--- config.mk ---
export PLATFORM = sky130hd
export DESIGN_NAME = spr_resp
export DESIGN_NICKNAME = d
export VERILOG_FILES = /design/src/rtl/spr_resp.sv
export SDC_FILE = /design/constraint.sdc
export NUM_CORES = 1
export LEC_CHECK = 0
export BUFFER_PORTS_ARGS = -buffer_cell sky130_fd_sc_hd__buf_2
export CAP_MARGIN = 20
export CORE_MARGIN = 2
export CORE_UTILIZATION = 38
export DETAILED_ROUTE_END_ITERATION = 10
export PLACE_DENSITY = 0.59
export SKIP_CTS_REPAIR_TIMING = 1
export SYNTH_ARGS = -nofsm -noshare
export SYNTH_HDL_FRONTEND = slang
export SYNTH_SLANG_ARGS = --single-unit
--- constraint.sdc ---
create_clock -name clk -period 4.99 [get_ports clk]
set_input_delay 0.998 -clock clk [delete_from_list [all_inputs] [get_ports clk]]
set_output_delay 0.998 -clock clk [all_outputs]
set_load 0.02 [all_outputs]
--- src/rtl/spr_resp.sv ---
// Valid/ready request/response front end for a single-port 2^ADD_W x DATA_W RAM.
// Define SPR_RESP_CLEAR_EN to zero the whole array after every reset before accepting requests.
module spr_resp #(
  parameter int DATA_W = 8,
  parameter int ADD_W  = 4
) (
  input  logic              clk,
  input  logic              rst,
  input  logic              req_valid,
  output logic              req_ready,
  input  logic              req_we,
  input  logic [ADD_W-1:0]  req_add,
  input  logic [DATA_W-1:0] req_din,
  output logic              rsp_valid,
  input  logic              rsp_ready,
  output logic [DATA_W-1:0] rsp_dout
);

  localparam int DEPTH = 1 << ADD_W;

`ifdef SPR_RESP_CLEAR_EN
  typedef enum logic [1:0] {IDLE = 2'd0, RESP = 2'd1, CLEAR = 2'd2} state_t;
  localparam state_t RESET_STATE = CLEAR;
  logic [ADD_W-1:0] clr_cnt;
`else
  typedef enum logic [1:0] {IDLE = 2'd0, RESP = 2'd1} state_t;
  localparam state_t RESET_STATE = IDLE;
`endif

  state_t            state;
  state_t            next_state;
  logic              rd_en;
  logic              mem_we;
  logic [ADD_W-1:0]  mem_addr;
  logic [DATA_W-1:0] mem_wdata;
  logic [DATA_W-1:0] mem [DEPTH];

  assign req_ready = (state == IDLE) && !rst;

  always_ff @(posedge clk or posedge rst) begin
    if (rst) begin
      state <= RESET_STATE;
    end else begin
      state <= next_state;
    end
  end

  // The single write port is shared between request writes and the clear sweep.
  always_comb begin
    next_state = state;
    rd_en      = 1'b0;
    mem_we     = 1'b0;
    mem_addr   = req_add;
    mem_wdata  = req_din;
    case (state)
      IDLE: begin
        if (req_valid && req_ready) begin
          if (req_we) begin
            mem_we = 1'b1;
          end else begin
            rd_en      = 1'b1;
            next_state = RESP;
          end
        end
      end
      RESP: begin
        if (rsp_valid && rsp_ready) begin
          next_state = IDLE;
        end
      end
`ifdef SPR_RESP_CLEAR_EN
      CLEAR: begin
        mem_we    = !rst;
        mem_addr  = clr_cnt;
        mem_wdata = '0;
        if (clr_cnt == ADD_W'(DEPTH - 1)) begin
          next_state = IDLE;
        end
      end
`endif
      default: next_state = IDLE;
    endcase
  end

`ifdef SPR_RESP_CLEAR_EN
  always_ff @(posedge clk or posedge rst) begin
    if (rst) begin
      clr_cnt <= '0;
    end else if (state == CLEAR) begin
      clr_cnt <= clr_cnt + ADD_W'(1);
    end
  end
`endif

  // Storage has no reset so contents survive rst when the sweep is disabled.
  always_ff @(posedge clk) begin
    if (mem_we) begin
      mem[mem_addr] <= mem_wdata;
    end
  end

  always_ff @(posedge clk or posedge rst) begin
    if (rst) begin
      rsp_valid <= 1'b0;
      rsp_dout  <= '0;
    end else if (rd_en) begin
      rsp_valid <= 1'b1;
      rsp_dout  <= mem[req_add];
    end else if ((state == RESP) && rsp_valid && rsp_ready) begin
      rsp_valid <= 1'b0;
    end
  end

endmodule
# After elaboration in Yosys (flattened, before gate mapping)
# Memory sizes are Yosys's and may differ from the RTL's. A register that Yosys moved wholly into a read port is not among the register bits.
# Cells that the tools add are included.
[op_classes] reduce_logical=9 n_eq_ne=4 muxes=14
[ops] op="1-bit 2-to-1 mux" n=10
[ops] op="2-bit 2-to-1 mux" n=3
[ops] op="1-bit logical AND" n=5
[ops] op="2-bit != test (second input constant)" n=2
[ops] op="2-bit case mux with 2 select lines" n=1
[ops] op="3-bit AND reduction" n=1
[ops] op="2-bit by 1-bit equality test with 1-bit output (second input constant)" n=1
[ops] op="2-bit logical NOT" n=1
[ops] op="2-bit by 1-bit != test with 1-bit output (second input constant)" n=1
[ops] op="2-bit nonzero test" n=1
[ops] op="1-bit logical NOT" n=1
[totals] reg_bits=3 in_bits=17 out_inout_bits=10 mem_bits_rw=128 memories=1 wordCells=30
[memory_table] memory="mem" depth=16 word_bits=8 read_ports=1 rd_ports_with_merged_regs=1 write_ports=1 line="36" rtl="logic [DATA_W-1:0] mem [DEPTH];"

# Longest topological paths before layout
[logic_depth] ltp_word=7 ltp_mapped=6 mapped_depth_nobuf=4

# Worst setup path after synthesis
# OpenSTA, ideal clock, no wires.
[synth_path] kind="input to register" start="input port rst" end="memory mem[0][0] (enable)" slack_ns=2.101 arrival_ns=2.506 setup_ns=0.383 path_buffers=0 cell_stages=4 cell_sequence="nor2_2 > and3_1 > or3b_1 > nor3_1"
[synth_via] elab_chain_len=7
[synth_rtl] element="from (decl)" line="8" rtl="input logic rst,"
[synth_rtl] element="1-bit logical NOT (no source line)"
[synth_rtl] element="1-bit logical AND" line="38" rtl="assign req_ready = (state == IDLE) && !rst;"
[synth_rtl] element="1-bit logical AND" line="57" rtl="if (req_valid && req_ready) begin"
[synth_rtl] element="1-bit 2-to-1 mux" line="57"
[synth_rtl] element="1-bit 2-to-1 mux" line="55" rtl="case (state)"
[synth_rtl] element="1-bit 2-to-1 mux" line="97" rtl="if (mem_we) begin"
[synth_rtl] element="1-bit 2-to-1 mux (implied by the code)" line="98" rtl="mem[mem_addr] <= mem_wdata;"
[synth_rtl] element="to (decl)" line="36"
# No other way between the ends.

# Worst setup path after layout
[layout_path] start="input port req_add[3]" end="memory mem[15][0] (enable)"
[layout_lines] element="from (decl)" line="12" rtl="input logic [ADD_W-1:0] req_add,"
# Straight into the memory's write port.

==> flow_summary.ini <==
[critical_path]
critPathRequiredTime_ns = 5.02
cp-start-kind = input port
cp.arrival_ns = 2.78
endpoint_kind = flop
crit_type = in -> reg
crit_fanout = 39

[clock_network]
cts_tree = built
cts_htree_levels = 4
clk_latency_ns = 0.41
root_buffer = clkbuf_16
clock-sinks = 138
clockBufferDepth = 2
numCtsBuffers = 17
clk_pin_slew_ns = 0.06

[logic_synthesis]
yosysTopAreaCell = edfxtp_1
synth_seq_cells = 138
synth_top_cells_by_area = edfxtp_1 71%, mux4_2 7.9%, mux4_1 6.3%, dfrtp_1 4.6%, mux2i_1 2.8%
synth_cells = 254
synth_area_per_cell_um2 = 21.4
syn_nets = 271
synth_ff_type = edfxtp_1
ys_seq_area_share_pct = 75.5
synth_top_area_share_pct = 70.9
ys_types = 28
yosys_warnings = 0
syn_area_um2 = 5420
synth-edff-count = 128
synthArstFlopShare_pct = 7.25

[drt]
avgRoutedWirePerCell_um = 21.7
ant_nets = 0
dr.pass1.iters = 4
drt_iter0_markers = 283
drc = 0
vias = 2547
wl_um = 10500
viasPerCell = 5.28

[pwr]
power_density_nw_per_um2 = 447
p_leak_nw = 2.16
p_total_mw = 2.82
ir_worst_vdd_mv = 0.231

[sta]
holdWs_ns = 0.480
slew_headroom_pct = 33.3
worst_pin_slew_ns = 0.997
maxSlewViolCount = 0
finalCritPeriodShare_pct = 55.2
fin_ws_ns = 2.24
hold_viol = 0
fmax_mhz = 363
final-setup-viol-count = 0
rsz0062_at_grt = false
fin_worst_skew_ns = 0.00957
setup_tns_ns = 0
period_minus_slack_ns = 2.75

[global_routing]
grt_pass1_vias = 2535
gr-total-overflow = 0
grt_max_degree = 40
antenna_found_initial = 0
grt_pass1_wl_um = 15900
grt.total_usage_pct = 15.2

[floorplanning]
chipWidth_um = 123
initial_core_util_pct = 38.9
rows = 43
die_h_um = 123
core-area_um2 = 13900
io_pins = 27
dieArea_um2 = 15200

[min_path]
hp-class = reg -> reg

[flow_run]
cap_viol_max_count = 0

[placement]
io_buffers = 26
preCtsSetupSlack_ns = 1.81
placed_cells = 451
dp_hpwl_um = 6540
gp_congestion = 0.726
postPlaceCellArea_um2 = 5710

[status]
outcome = finished, final reports clean

[layout]
fin_cells = 482
area_growth_pct = 16.2
final_common_cell = edfxtp_1
final_util_pct = 45.2
design_area_um2 = 6300
final_layout_size_suffix_gt1_share_pct = 26.2
layout_common_cells = 128 x edfxtp_1, 26 x buf_2, 19 x mux4_2, 17 x clkbuf_16, 15 x mux2i_1
n_antenna_cell = 0
fin_nets = 307
==> worst max-delay path: stages <==
cell     delay [ns]
buf_2          0.71
nand2_1        0.26
nor2_1         0.79
==> power breakdown <==
part	leakage [nW]	switching, mW	total (mW)	internal [mW]
registers	1.27	0.0288	1.34	1.31
logic	0.589	0.147	0.232	0.0857
clock network	0.293	0.427	1.25	0.819
total	2.16	0.603	2.82	2.21
==> flip-flops by register name, summed over array words and instances, names as in the netlist <==
register,cells
mem,128
rsp_dout,8
rsp_valid,1
state,1
==> path summary, 6_finish.rpt <==
check                           slack [ns]        start  cells past startpoint     endpoint
worst max register to register        2.54     state[0]                      5    mem[0][3]
worst min register to register        0.48  rsp_dout[7]                      2  rsp_dout[7]
worst max-delay path                  2.24   req_add[3]                      3   mem[15][0]
worst min-delay path                  0.48  rsp_dout[7]                      2  rsp_dout[7]
min in group asynchronous             0.61          rst                      2  rsp_dout[0]
max in group asynchronous             4.05          rst                      2  rsp_dout[2]
==> Yosys cell counts, types with 2 or more instances <==
cell type,instances
buf_6,2
nor3_1,5
mux2i_1,15
mux4_2,19
nand2_1,13
nand2b_1,2
nor2_1,12
dfrtp_1,10
mux4_1,13
buf_2,7
o221ai_1,6
nand3b_1,4
edfxtp_1,128
buf_12,2
clkbuf_1,3
==> metal layers <==
| layer | global-route usage (%) | vias to the layer above | part of all wire [%] | wire length (um) |
|---|---|---|---|---|
| met5 | 0 | - | 0 | 0 |
| met4 | 6.25 | 0 | 0.93 | 97 |
| met3 | 3.55 | 6 | 3.1 | 322 |
| met2 | 22.3 | 58 | 48 | 5000 |
| met1 | 21.9 | 1349 | 48 | 5050 |
| li1 | - | 1134 | - | - |
==> layout make-up <==
class                   instances  area [um2]
fillers                      1145        7630
flip-flops and latches        138        4090
inverters                       1        3.75
well taps                     180         225
multi-input cells             101        1220
clock buffers                  23         478
clock inverters                 8         118
repair buffers                 31         168
==> cells by family after synthesis <==
logic type,after synthesis,synth area share (%)
AOI/OAI and AO/OA,10,1.50
buffers and inverters,15,2.08
DFF,138,75.5
muxes,47,17.0
and+or+nand+nor,44,3.99
Power figures use the tool's default switching activity.
